$ cat src/rtl/shift_deserializer_8bit_if.sv
// Bus bundle for the serial-in/parallel-out receiver: serial source side plus
// the word consumer side.
interface shift_deserializer_8bit_if #(
  parameter int WIDTH = 8
);
  localparam int CW = $clog2(WIDTH) + 1;

  logic             serial_in;
  logic             serial_valid;
  logic             flush;
  logic [WIDTH-1:0] data_out;
  logic             data_valid;
  logic             data_ready;
  logic [CW-1:0]    bit_count;
  logic             overrun;

  modport master (
    output serial_in, serial_valid, flush, data_ready,
    input  data_out, data_valid, bit_count, overrun
  );

  modport slave (
    input  serial_in, serial_valid, flush, data_ready,
    output data_out, data_valid, bit_count, overrun
  );
endinterface

$ cat src/rtl/shift_deserializer_8bit.sv
// Serial-in, parallel-out receiver: assembles WIDTH-bit words from a qualified
// bit stream and holds each completed word in a one-deep output register.
module shift_deserializer_8bit #(
  parameter int WIDTH     = 8,
  parameter bit MSB_FIRST = 1'b1
) (
  input logic                      clk,
  input logic                      reset,
  shift_deserializer_8bit_if.slave bus
);
  localparam int CW = $clog2(WIDTH) + 1;

  typedef enum logic {
    OUT_EMPTY = 1'b0,
    OUT_FULL  = 1'b1
  } out_state_t;

  // Handshake: a word transfers on a rising edge where data_valid=1 and
  // data_ready=1; data_valid never drops without a transfer, and data_ready
  // while data_valid=0 is ignored.
  out_state_t       out_state, out_state_next;
  logic [WIDTH-1:0] shreg;
  logic [WIDTH-1:0] word_next;
  logic [CW-1:0]    bit_count_q;
  logic [WIDTH-1:0] data_q;
  logic             overrun_q;
  logic             accept_bit;
  logic             complete;
  logic             load_word;
  logic             drop_word;

  assign accept_bit = bus.serial_valid && !bus.flush;
  assign complete   = accept_bit && (bit_count_q == CW'(WIDTH - 1));
  assign word_next  = MSB_FIRST ? {shreg[WIDTH-2:0], bus.serial_in}
                                : {bus.serial_in, shreg[WIDTH-1:1]};

  always_comb begin
    out_state_next = out_state;
    load_word      = 1'b0;
    drop_word      = 1'b0;
    case (out_state)
      OUT_EMPTY: begin
        if (complete) begin
          out_state_next = OUT_FULL;
          load_word      = 1'b1;
        end
      end
      OUT_FULL: begin
        if (complete) begin
          // A consume on the completing edge frees the slot for the new word.
          if (bus.data_ready) load_word = 1'b1;
          else                drop_word = 1'b1;
        end else if (bus.data_ready) begin
          out_state_next = OUT_EMPTY;
        end
      end
      default: out_state_next = OUT_EMPTY;
    endcase
  end

  always_ff @(posedge clk or negedge reset) begin
    if (!reset) begin
      out_state <= OUT_EMPTY;
    end else begin
      out_state <= out_state_next;
    end
  end

  always_ff @(posedge clk or negedge reset) begin
    if (!reset) begin
      shreg       <= '0;
      bit_count_q <= '0;
    end else if (bus.flush) begin
      shreg       <= '0;
      bit_count_q <= '0;
    end else if (accept_bit) begin
      shreg       <= complete ? '0 : word_next;
      bit_count_q <= complete ? '0 : bit_count_q + 1'b1;
    end
  end

  always_ff @(posedge clk or negedge reset) begin
    if (!reset) begin
      data_q    <= '0;
      overrun_q <= 1'b0;
    end else begin
      if (load_word) data_q <= word_next;
      if (bus.flush)      overrun_q <= 1'b0;
      else if (drop_word) overrun_q <= 1'b1;
    end
  end

  assign bus.data_out   = data_q;
  assign bus.data_valid = (out_state == OUT_FULL);
  assign bus.bit_count  = bit_count_q;
  assign bus.overrun    = overrun_q;
endmodule

$ cat src/flat_wrapper.sv
// flat-port wrapper written by rule: the top's interface ports become plain ports
module shift_deserializer_8bit_flat 
#(
  parameter int WIDTH     = 8,
  parameter bit MSB_FIRST = 1'b1
)
  (clk, reset, bus_serial_in, bus_serial_valid, bus_flush, bus_data_ready, bus_data_out, bus_data_valid, bus_bit_count, bus_overrun);
  shift_deserializer_8bit_if #(.WIDTH(WIDTH)) bus_i ();
  input logic clk;
  input logic reset;
  input wire logic [$bits(bus_i.serial_in)-1:0] bus_serial_in;
  input wire logic [$bits(bus_i.serial_valid)-1:0] bus_serial_valid;
  input wire logic [$bits(bus_i.flush)-1:0] bus_flush;
  input wire logic [$bits(bus_i.data_ready)-1:0] bus_data_ready;
  output wire logic [$bits(bus_i.data_out)-1:0] bus_data_out;
  output wire logic [$bits(bus_i.data_valid)-1:0] bus_data_valid;
  output wire logic [$bits(bus_i.bit_count)-1:0] bus_bit_count;
  output wire logic [$bits(bus_i.overrun)-1:0] bus_overrun;
  assign bus_i.serial_in = bus_serial_in;
  assign bus_i.serial_valid = bus_serial_valid;
  assign bus_i.flush = bus_flush;
  assign bus_i.data_ready = bus_data_ready;
  assign bus_data_out = bus_i.data_out;
  assign bus_data_valid = bus_i.data_valid;
  assign bus_bit_count = bus_i.bit_count;
  assign bus_overrun = bus_i.overrun;
  shift_deserializer_8bit #(.WIDTH(WIDTH), .MSB_FIRST(MSB_FIRST)) u_core (.clk(clk), .reset(reset), .bus(bus_i));
endmodule
$ cat config.mk
export PLATFORM = sky130hd
export DESIGN_NAME = shift_deserializer_8bit_flat
export DESIGN_NICKNAME = d
export VERILOG_FILES = /design/src/rtl/shift_deserializer_8bit_if.sv /design/src/rtl/shift_deserializer_8bit.sv /design/src/flat_wrapper.sv
export SDC_FILE = /design/constraint.sdc
export NUM_CORES = 1
export LEC_CHECK = 0
export ABC_AREA = 1
export ABC_CLOCK_PERIOD_IN_PS = 1780
export BUFFER_PORTS_ARGS = -buffer_cell sky130_fd_sc_hd__buf_2
export CAP_MARGIN = 20
export CORE_AREA = 2 2 46 48
export DETAILED_ROUTE_END_ITERATION = 6
export DIE_AREA = 0 0 48 50
export GPL_ROUTABILITY_DRIVEN = 0
export PLACE_DENSITY = 0.72
export SLEW_MARGIN = 20
export SYNTH_ARGS = -nofsm -noshare
export SYNTH_HDL_FRONTEND = slang
export SYNTH_SLANG_ARGS = --single-unit
$ cat constraint.sdc
create_clock -name clk -period 1.78 [get_ports clk]
set_clock_uncertainty 0.2 [all_clocks]
set_input_delay 0 -clock clk [delete_from_list [all_inputs] [get_ports clk]]
set_output_delay 0 -clock clk [all_outputs]
set_load 0.005 [all_outputs]
==> results of run 1 <==
registers in the layout (all words and copies together), names as in the netlist:
| name | count |
|---|---|
| u_core.bus.bit_count | 4 |
| u_core.bus.data_out | 8 |
| u_core.bus.data_valid | 1 |
| u_core.bus.overrun | 1 |
| u_core.shreg | 7 |
cell families after synthesis:
kind of cell | after synthesis | share of synthesized area
AOI/OAI and AO/OA | 10 | 0.07005
buffers and inverters | 14 | 0.07554
and+or+nand+nor | 46 | 0.2527
muxes | 1 | 0.01099
adders and majority gates | 1 | 0.01373
DFF | 21 | 0.5769
worst max path at each step:
| stage | cells after the start | slack, ns | from | endpoint |
|---|---|---|---|---|
| finish | 6 | 0.21 | u_core.bus.bit_count[0] | u_core.bus.data_out[5] |
| global route | 6 | 0.04 | u_core.bus.bit_count[0] | u_core.bus.data_out[5] |
| CTS | 3 | 0.05 | reset | u_core.shreg[6] |
| detailed placement | 6 | 0.24 | u_core.bus.bit_count[0] | u_core.bus.data_out[0] |
| global placement | 6 | 0.27 | u_core.bus.bit_count[0] | u_core.bus.data_out[3] |
| floorplan | 7 | 0.38 | u_core.bus.bit_count[0] | u_core.bus.bit_count[3] |
worst max-delay path, stage by stage, from the launching register on:
cell and delay, ns:
dfrtp_1 0.44, ha_1 0.25, nand2_2 0.09, nor2_4 0.17, nand3_2 0.17, nand2_1 0.10
nand2_1 0.05
per-layer routing:
| metal | vias up | part of all wire | track usage |
|---|---|---|---|
| met5 | - | 0 | 0 |
| met4 | 0 | 0.0082 | 0.05856 |
| met3 | 2 | 0.034 | 0.02198 |
| met2 | 18 | 0.48 | 0.2556 |
| met1 | 371 | 0.47 | 0.2442 |
| li1 | 361 | - | - |
through the flow:
step | power [W] | util
floorplan | 0.0005237 | -
global placement | 0.0005456 | 0.5401
detailed placement | 0.0005474 | 0.5401
CTS | 0.0007803 | 0.5862
global route | 0.0008132 | 0.5809
finish | 0.0007713 | 0.5809
layout by cell type (no fill, tap or decap), drive strengths merged:
cell / Yosys / layout
nand4: 9 / 9
nor3b: 1 / 1
o22ai: 5 / 5
a21oi: 1 / 1
nand3: 5 / 5
buf: 3 / 21
o21ai: 3 / 3
nand2: 28 / 28
nor2: 3 / 3
ha: 1 / 1
dlygate4sd3: 0 / 5
mux2i: 1 / 1
clkbuf: 0 / 3
a22o: 1 / 1
inv: 11 / 11
clkinv: 0 / 1
dfrtp: 21 / 21
area by class of cell:
class | instances | area, sq um | area share
Clock buffer | 3 | 22.52 | 0.02039
Clock inverter | 1 | 5.005 | 0.004530
Tap cell | 27 | 33.78 | 0.03058
Sequential cell | 21 | 525.5 | 0.4757
Timing Repair Buffer | 26 | 160.2 | 0.1450
Multi-Input combinational cell | 58 | 316.6 | 0.2865
Inverter | 11 | 41.29 | 0.03737
what timing repair did:
item	4_1_cts	5_1_grt
endpoints found under the setup margin	0	21
hold buffers	6	0
hold endpoints to repair	29	0
power breakdown:
group,internal [W],switching [W]
sequential,0.000484,0.00000697
clock,0.0000835,0.000141
combinational,0.0000224,0.0000337
total,0.000589,0.000182
==> out/results.ini, run 1 <==
[finish]
final_area_sq_mm=0.001105
insertedDiodeCount=0
syn2layout_area_growth_pct=21.29
nNetsFinal=128
final_cells=147
layout-drive-gt1-share=0.2750
fillerInstances=171

[die]
initial_utilization=0.4789
row_count=16
die_w_um=48
io_pins=20
dieHeight_um=50
dieArea_sq_mm=0.002400
coreArea_sq_mm=0.001902

[synthesis]
synth.distinct_cells=22
synth_edf_count=0
synth_seq_cells=21
async_reset_ff_frac=1.000
synth_area_leader_cell=dfrtp_1
yosysTopAreaCellShare=0.5769
syn_area_sq_um=910.9
yosysMostFrequentCell=nand2_1
netlist_top_cells_area=dfrtp_1 58%, nand2_1 11%, nand4_1 6.2%
netlist_instances=93
seq_area_frac_synth=0.5769
synth_commonest_cells=26 x nand2_1, 21 x dfrtp_1, 9 x inv_1, 9 x nand4_1, 5 x o22ai_1
syn_avg_cell_area_sq_um=9.794
yosys_warnings=0
synth_nets=100
ys.flop_type=dfrtp_1

[critical_path]
ff2ff_path_depth=6
cp_max_fo=8
r2r-start=u_core.bus.bit_count[0]
cp-start-kind=flip-flop
r2r_setup_slack_ns=0.21
cp_data_required_time_ns=1.78
crit_path_end_kind=flip-flop
crit_type=reg -> reg
timing.rr.end=u_core.bus.data_out[5]
worstPathArrival_ns=1.57

[sta]
slew_headroom=0.6937
post-route-min-period_ns=1.573
fin_ws_ns=0.2067
max_slew.worst_pin.slew_ns=0.4594
setup_tns_ns=0
final_hold_viol_count=21
slew_viol_final=0
max_freq_mhz=635.6
hold_ws_ns=-0.02790
setup_viol=0
timing.final.crit_share=0.8839
rsz0062_at_grt=no

[clocking]
cts_root_buffer=clkbuf_4
clock_path_buffers=2
cts_post_setup_buffers_inserted=0
cts_tree=built
clk_latency_ns=0.29
cts_made_buffers=3
cts_resized=0
clk_pin_slew_worst_paths_ns=0.12
cts_sinks=21
htreeDepth=1

[route]
drt_wl_total_um=1700
drt_iter0_markers=18
postRouteAntennaNets=0
post_drt_wl_per_cell_um=11.56
drc_errors=0
vias=752
drt-vias-per-instance=5.116
firstDrtPassIters=4

[power_and_ir_drop]
leakage_nw=0.6071
max-vdd-ir-drop_v=0.0004924
power_density_mw_per_mm2=698.2

[hold_path]
hold_path_class=in -> async

[global_route]
overflow=0
grt_pass1_vias=715
grt_max_degree=22
grt_antenna_before_repair=0
grt_pass1_wl_um=3015
grt_util_all_layers=0.1695

[run_status]
violations=negative hold slack
status=finished with violations

[placed_design]
io_buffers=19
dpl.hpwl_um=1236
placed_cell_area_sq_mm=0.001027
place_ws_ns=0.2398
dp_cells=138

[run]
cap_violations=0

Note: power is estimated with default switching activity, not from simulation.
==> run 2, diff against run 1 <==
==> constraint.sdc (replaced) <==
create_clock -name clk -period 1.78 [get_ports clk]
set_clock_uncertainty 0.2 [all_clocks]
set_input_delay 0.178 -clock clk [delete_from_list [all_inputs] [get_ports clk]]
set_output_delay 0.178 -clock clk [all_outputs]
set_load 0.005 [all_outputs]
==> run 2 against run 1 <==
The flow now finishes without violations. Global-route usage is 0.15 points lower. Clock-buffer cell count unchanged. Combinational power decreased by 6.4%. Die area unchanged. Sequential share of layout area is 0.88 points higher. Core utilization is 1.1 points lower.
==> out/results.ini, run 2 (synthesis results as in run 1) <==
[finish]
final_common_cell=nand2_1
largest_register_ffs=8  ; unchanged
layout-drive-gt1-share=0.2797  ; +0.004661
nNetsFinal=126  ; -1.6%
syn2layout_area_growth_pct=19.09
insertedDiodeCount=0  ; unchanged
final_area_sq_mm=0.001085  ; -1.8%
final_cell_mix=26 x nand2_1, 21 x dfrtp_1, 19 x buf_2

[clocking]
cts_root_buffer=clkbuf_4
clock_path_buffers=2  ; unchanged
cts_tree=built
cts_made_buffers=3  ; unchanged
cts_sinks=21  ; unchanged
htreeDepth=1  ; unchanged
clk_latency_ns=0.29  ; about the same
clk_pin_slew_worst_paths_ns=0.12  ; about the same

[global_route]
grt_pass1_vias=710  ; -0.70%
overflow=0  ; unchanged
grt_util_all_layers=0.1680  ; -0.001538
grt_max_degree=22  ; unchanged
grt_pass1_wl_um=2973  ; -1.4%
grt_antenna_before_repair=0  ; unchanged

[die]
coreArea_sq_mm=0.001902  ; unchanged
io_pins=20  ; unchanged
row_count=16  ; unchanged
dieHeight_um=50  ; unchanged
initial_utilization=0.4789  ; unchanged
die_w_um=48  ; unchanged
dieArea_sq_mm=0.002400  ; unchanged

[critical_path]
cp_data_required_time_ns=1.78  ; about the same
cp-start-kind=flip-flop
crit_type=reg -> reg
worstPathArrival_ns=1.57  ; about the same
cp_common_cell=nand2_1
crit_path_end_kind=flip-flop
crit_path_top_delay_cell=dfrtp_1
crit_chain=ha_1, nand2_2, nor2_4, nand3_2, nand2_1, nand2_1
cp_max_fo=8  ; unchanged
ff2ff_path_depth=6  ; unchanged
cp_slowest_stage_delay_ns=0.44  ; about the same

[power_and_ir_drop]
power_density_mw_per_mm2=704.8  ; +0.96%
seq_power_share=0.641  ; +0.005
swShare=0.2329  ; -0.002965
power_w=0.0007646  ; -0.87%
clkPwrFrac=0.290  ; about the same
power_frac_comb=0.069  ; -0.004
p_int_w=0.0005865  ; -0.49%
max-vdd-ir-drop_v=0.0004990  ; +1.3%
leakage_nw=0.5987  ; -1.4%
p_sw_w=0.0001781  ; -2.1%

[route]
drt_iter0_markers=13  ; -5
post_drt_wl_per_cell_um=11.58  ; +0.13%
drc_errors=0  ; unchanged
drt-vias-per-instance=5.083  ; -0.64%
vias=737  ; -2.0%
drt_wl_total_um=1679  ; -1.2%
firstDrtPassIters=4  ; unchanged
postRouteAntennaNets=0  ; unchanged

[run]
cap_violations=0  ; unchanged

[hold_path]
whs_path_depth=3
hold_path_class=in -> reg

[sta]
setup_viol=0  ; unchanged
post-route-min-period_ns=1.575  ; +0.001246 ns
max_freq_mhz=635.1  ; about the same
timing.final.crit_share=0.8846  ; about the same
final_hold_viol_count=0  ; -100%
slew_headroom=0.6975  ; +0.003744
setup_tns_ns=0  ; unchanged
slew_viol_final=0  ; unchanged
max_slew.worst_pin.slew_ns=0.4538  ; -0.005617 ns
rsz0062_at_grt=no

[placed_design]
io_buffers=19  ; unchanged
placed_cell_area_sq_mm=0.001027  ; unchanged
dpl.hpwl_um=1236  ; unchanged

[run_status]
status=finished clean

[run 2: power by group through the flow]
stage / clock network [W] / registers [W] / logic (W)
floorplan: 0 / 0.000499 / 0.0000244
global placement: 0 / 0.000499 / 0.0000467
detailed placement: 0 / 0.000499 / 0.0000481
CTS: 0.000232 / 0.000490 / 0.0000531
global route: 0.000257 / 0.000492 / 0.0000595
finish: 0.000222 / 0.000490 / 0.0000525
[run 2: worst paths after layout]
| kind | startpoint | endpoint | slack [ns] |
|---|---|---|---|
| worst min-delay path | bus_serial_valid | u_core.bus.bit_count[2] | 0.01 |
| worst min register to register | u_core.bus.data_out[6] | u_core.bus.data_out[6] | 0.28 |
| max in group asynchronous | reset | u_core.bus.data_out[4] | 0.92 |
| min in group asynchronous | reset | u_core.bus.data_valid | 0.15 |
| worst max-delay path | u_core.bus.bit_count[0] | u_core.bus.data_out[5] | 0.21 |
| worst max register to register | u_core.bus.bit_count[0] | u_core.bus.data_out[5] | 0.21 |
[run 2: layer usage]
metal  part of all wire  vias up  global-route usage
li1                   -      358                   -
met2               0.49       14              0.2556
met1               0.47      363              0.2390
met3              0.031        2             0.02198
met5                  0        -                   0
met4             0.0083        0             0.05856
[run 2: final cells by class]
| cell class | count | area [sq um] |
|---|---|---|
| clock buffers | 3 | 22.52 |
| inverters | 11 | 41.29 |
| well taps | 27 | 33.78 |
| repair buffers | 24 | 140.1 |
| clock inverters | 1 | 5.005 |
| flip-flops and latches | 21 | 525.5 |
| fillers | 175 | 817.0 |
| multi-input cells | 58 | 316.6 |
[run 2: metrics by stage]
stage	utilization	setup slack (ns)	instances	hold slack [ns]
after global placement	0.5401	0.2732	138	-0.05149
after global routing	0.5704	0.03702	145	0.01262
after floorplan	-	0.3776	93	-0.3176
after CTS	0.5704	0.2110	145	0.0003135
after detailed placement	0.5401	0.2398	138	-0.04423
final	0.5704	0.2054	145	0.01094
[run 2: what timing repair did]
action	CTS	global route
endpoints found under the hold margin	25	0
hold buffers	3	0
setup buffers	0	0
gates resized for setup	0	0
[run 2: critical path: cells and delay by family (launching register included)]
kind / cells / cell delay [ns]
fa+ha+maj: 1 / 0.26
flops: 1 / 0.44
simple gates: 5 / 0.59
==> run 3, diff against run 2 <==
GPL_TIMING_DRIVEN = 0   (was default)
==> run 3 against run 2 <==
Clock power up 2%. Global-route usage down 0.19 points. Clock-buffer cell count unchanged. Register-to-register slack better by 0.06 ns.
==> out/results.ini, run 3 (synthesis results as in run 1) <==
[run_status]
status=finished clean

[critical_path]
r2r_setup_slack_ns=0.26  ; +0.06 ns
cp_data_required_time_ns=1.78  ; about the same
crit_chain=ha_1, nand2_2, nor2_4, buf_6, nor2_2, nand2_1, o21ai_1
crit_type=reg -> reg
cpLargestDelayFamily=flip-flops
critPathBufInv=1  ; +1
crit_path_top_delay_cell=dfrtp_1
cp_max_fo=10  ; +2
crit_path_end_kind=flip-flop
cp-start-kind=flip-flop
cp_slowest_stage_delay_ns=0.43  ; about the same
worstPathArrival_ns=1.52  ; -0.05 ns

[die]
initial_utilization=0.4789  ; unchanged
io_pins=20  ; unchanged
die_w_um=48  ; unchanged
dieHeight_um=50  ; unchanged
dieArea_sq_mm=0.002400  ; unchanged
coreArea_sq_mm=0.001902  ; unchanged
row_count=16  ; unchanged

[power_and_ir_drop]
power_w=0.0007723  ; +1.0%
leakage_nw=0.6037  ; +0.82%
max-vdd-ir-drop_v=0.0004689  ; -6.0%
power_density_mw_per_mm2=703.8  ; -0.14%

[sta]
max_freq_mhz=658.7  ; +3.7%
hold_ws_ns=0.007892  ; -0.003051 ns
setup_tns_ns=0  ; unchanged
final_hold_viol_count=0  ; unchanged
rsz0062_at_grt=no
max_slew.worst_pin.slew_ns=0.4495  ; -0.004293 ns
setup_viol=0  ; unchanged
slew_viol_final=0  ; unchanged
fin_ws_ns=0.2619  ; +0.05644 ns
slew_headroom=0.7003  ; +0.002862
post-route-min-period_ns=1.518  ; -0.05644 ns
timing.final.crit_share=0.8529  ; -0.03171

[clocking]
cts_post_setup_buffers_inserted=0  ; unchanged
clock_path_buffers=2  ; unchanged
cts_sinks=21  ; unchanged
cts_made_buffers=3  ; unchanged
htreeDepth=1  ; unchanged
cts_root_buffer=clkbuf_4
clk_pin_slew_worst_paths_ns=0.11  ; about the same
cts_hold_buf=3  ; unchanged
cts_resized=0  ; unchanged
cts_tree=built
clk_latency_ns=0.30  ; about the same

[global_route]
grt_pass1_vias=683  ; -3.8%
use_met1=0.2214  ; -0.01753
use_met2=0.2444  ; -0.01111
grt_max_degree=22  ; unchanged
overflow=0  ; unchanged
grt_antenna_before_repair=0  ; unchanged
grt_busiest_layer=met2
grt_util_all_layers=0.1661  ; -0.001891
use_met3=0.03297  ; +0.01099
grt_pass1_wl_um=2842  ; -4.4%

[route]
firstDrtPassIters=4  ; unchanged
drt_wl_total_um=1646  ; -2.0%
drt_iter0_markers=29  ; +16
postRouteAntennaNets=0  ; unchanged
vias=729  ; -1.1%
drc_errors=0  ; unchanged
post_drt_wl_per_cell_um=11.27  ; -2.6%
drt-vias-per-instance=4.993  ; -1.8%

[run]
cap_violations=0  ; unchanged

[hold_path]
hold_path_class=in -> reg

[finish]
insertedDiodeCount=0  ; unchanged
largest_register_ffs=8  ; unchanged
final_cell_mix=26 x nand2_1, 21 x dfrtp_1, 20 x buf_2
nNetsFinal=127  ; +0.79%
syn2layout_area_growth_pct=20.47
final_common_cell=nand2_1
layout-drive-gt1-share=0.2857  ; +0.006053

[placed_design]
dpl.hpwl_um=1206  ; -2.5%
io_buffers=19  ; unchanged
place_ws_ns=0.2668  ; +0.02700 ns

## run 3: cell count changes in the layout (fill, tap and decap cells not counted)
cell,delta
buf_4,-2
buf_6,+2
buf_2,+1
## run 3: tightest hold or removal path: cells and delay by family
family | cells | cell delay, ns
buffers and inverters | 1 | 0.11
AND/OR/NAND/NOR | 2 | 0.19
## run 3: worst paths after layout
path | start | to | cells past startpoint
worst max-delay path | u_core.bus.bit_count[0] | u_core.shreg[0] | 7
worst min register to register | u_core.bus.data_out[0] | u_core.bus.data_out[0] | 2
worst min-delay path | bus_serial_valid | u_core.bus.bit_count[2] | 3
worst max register to register | u_core.bus.bit_count[0] | u_core.shreg[0] | 7
min in group asynchronous | reset | u_core.bus.data_out[4] | 2
max in group asynchronous | reset | u_core.bus.bit_count[1] | 2
## run 3: layer usage
metal / up-vias / routed length (um)
li1: 366 / -
met1: 335 / 725
met2: 23 / 789
met3: 5 / 88
met4: 0 / 42
met5: - / 0
## run 3: final cells by class
class / count / area [sq um]
multi-input combinational: 58 / 316.6
fill: 173 / 804.5
buffer: 3 / 27.53
clock inverter: 1 / 5.005
inverter: 11 / 41.29
timing repair buffer: 22 / 125.1
sequential: 21 / 525.5
clock buffer: 3 / 22.52
tap: 27 / 33.78
## run 3: per-stage QoR
step | cells | utilization | area, sq um
3_5_place_dp | 139 | 0.5467 | 1040
6_report | 146 | 0.5770 | 1097
2_1_floorplan | 93 | - | 910.9
3_3_place_gp | 139 | 0.5467 | 1040
5_1_grt | 146 | 0.5770 | 1097
4_1_cts | 146 | 0.5770 | 1097
## run 3: report_power, final
group          internal, W  switching (W)
sequential        0.000484     0.00000667
clock            0.0000839       0.000143
combinational    0.0000218      0.0000332
total             0.000589       0.000183
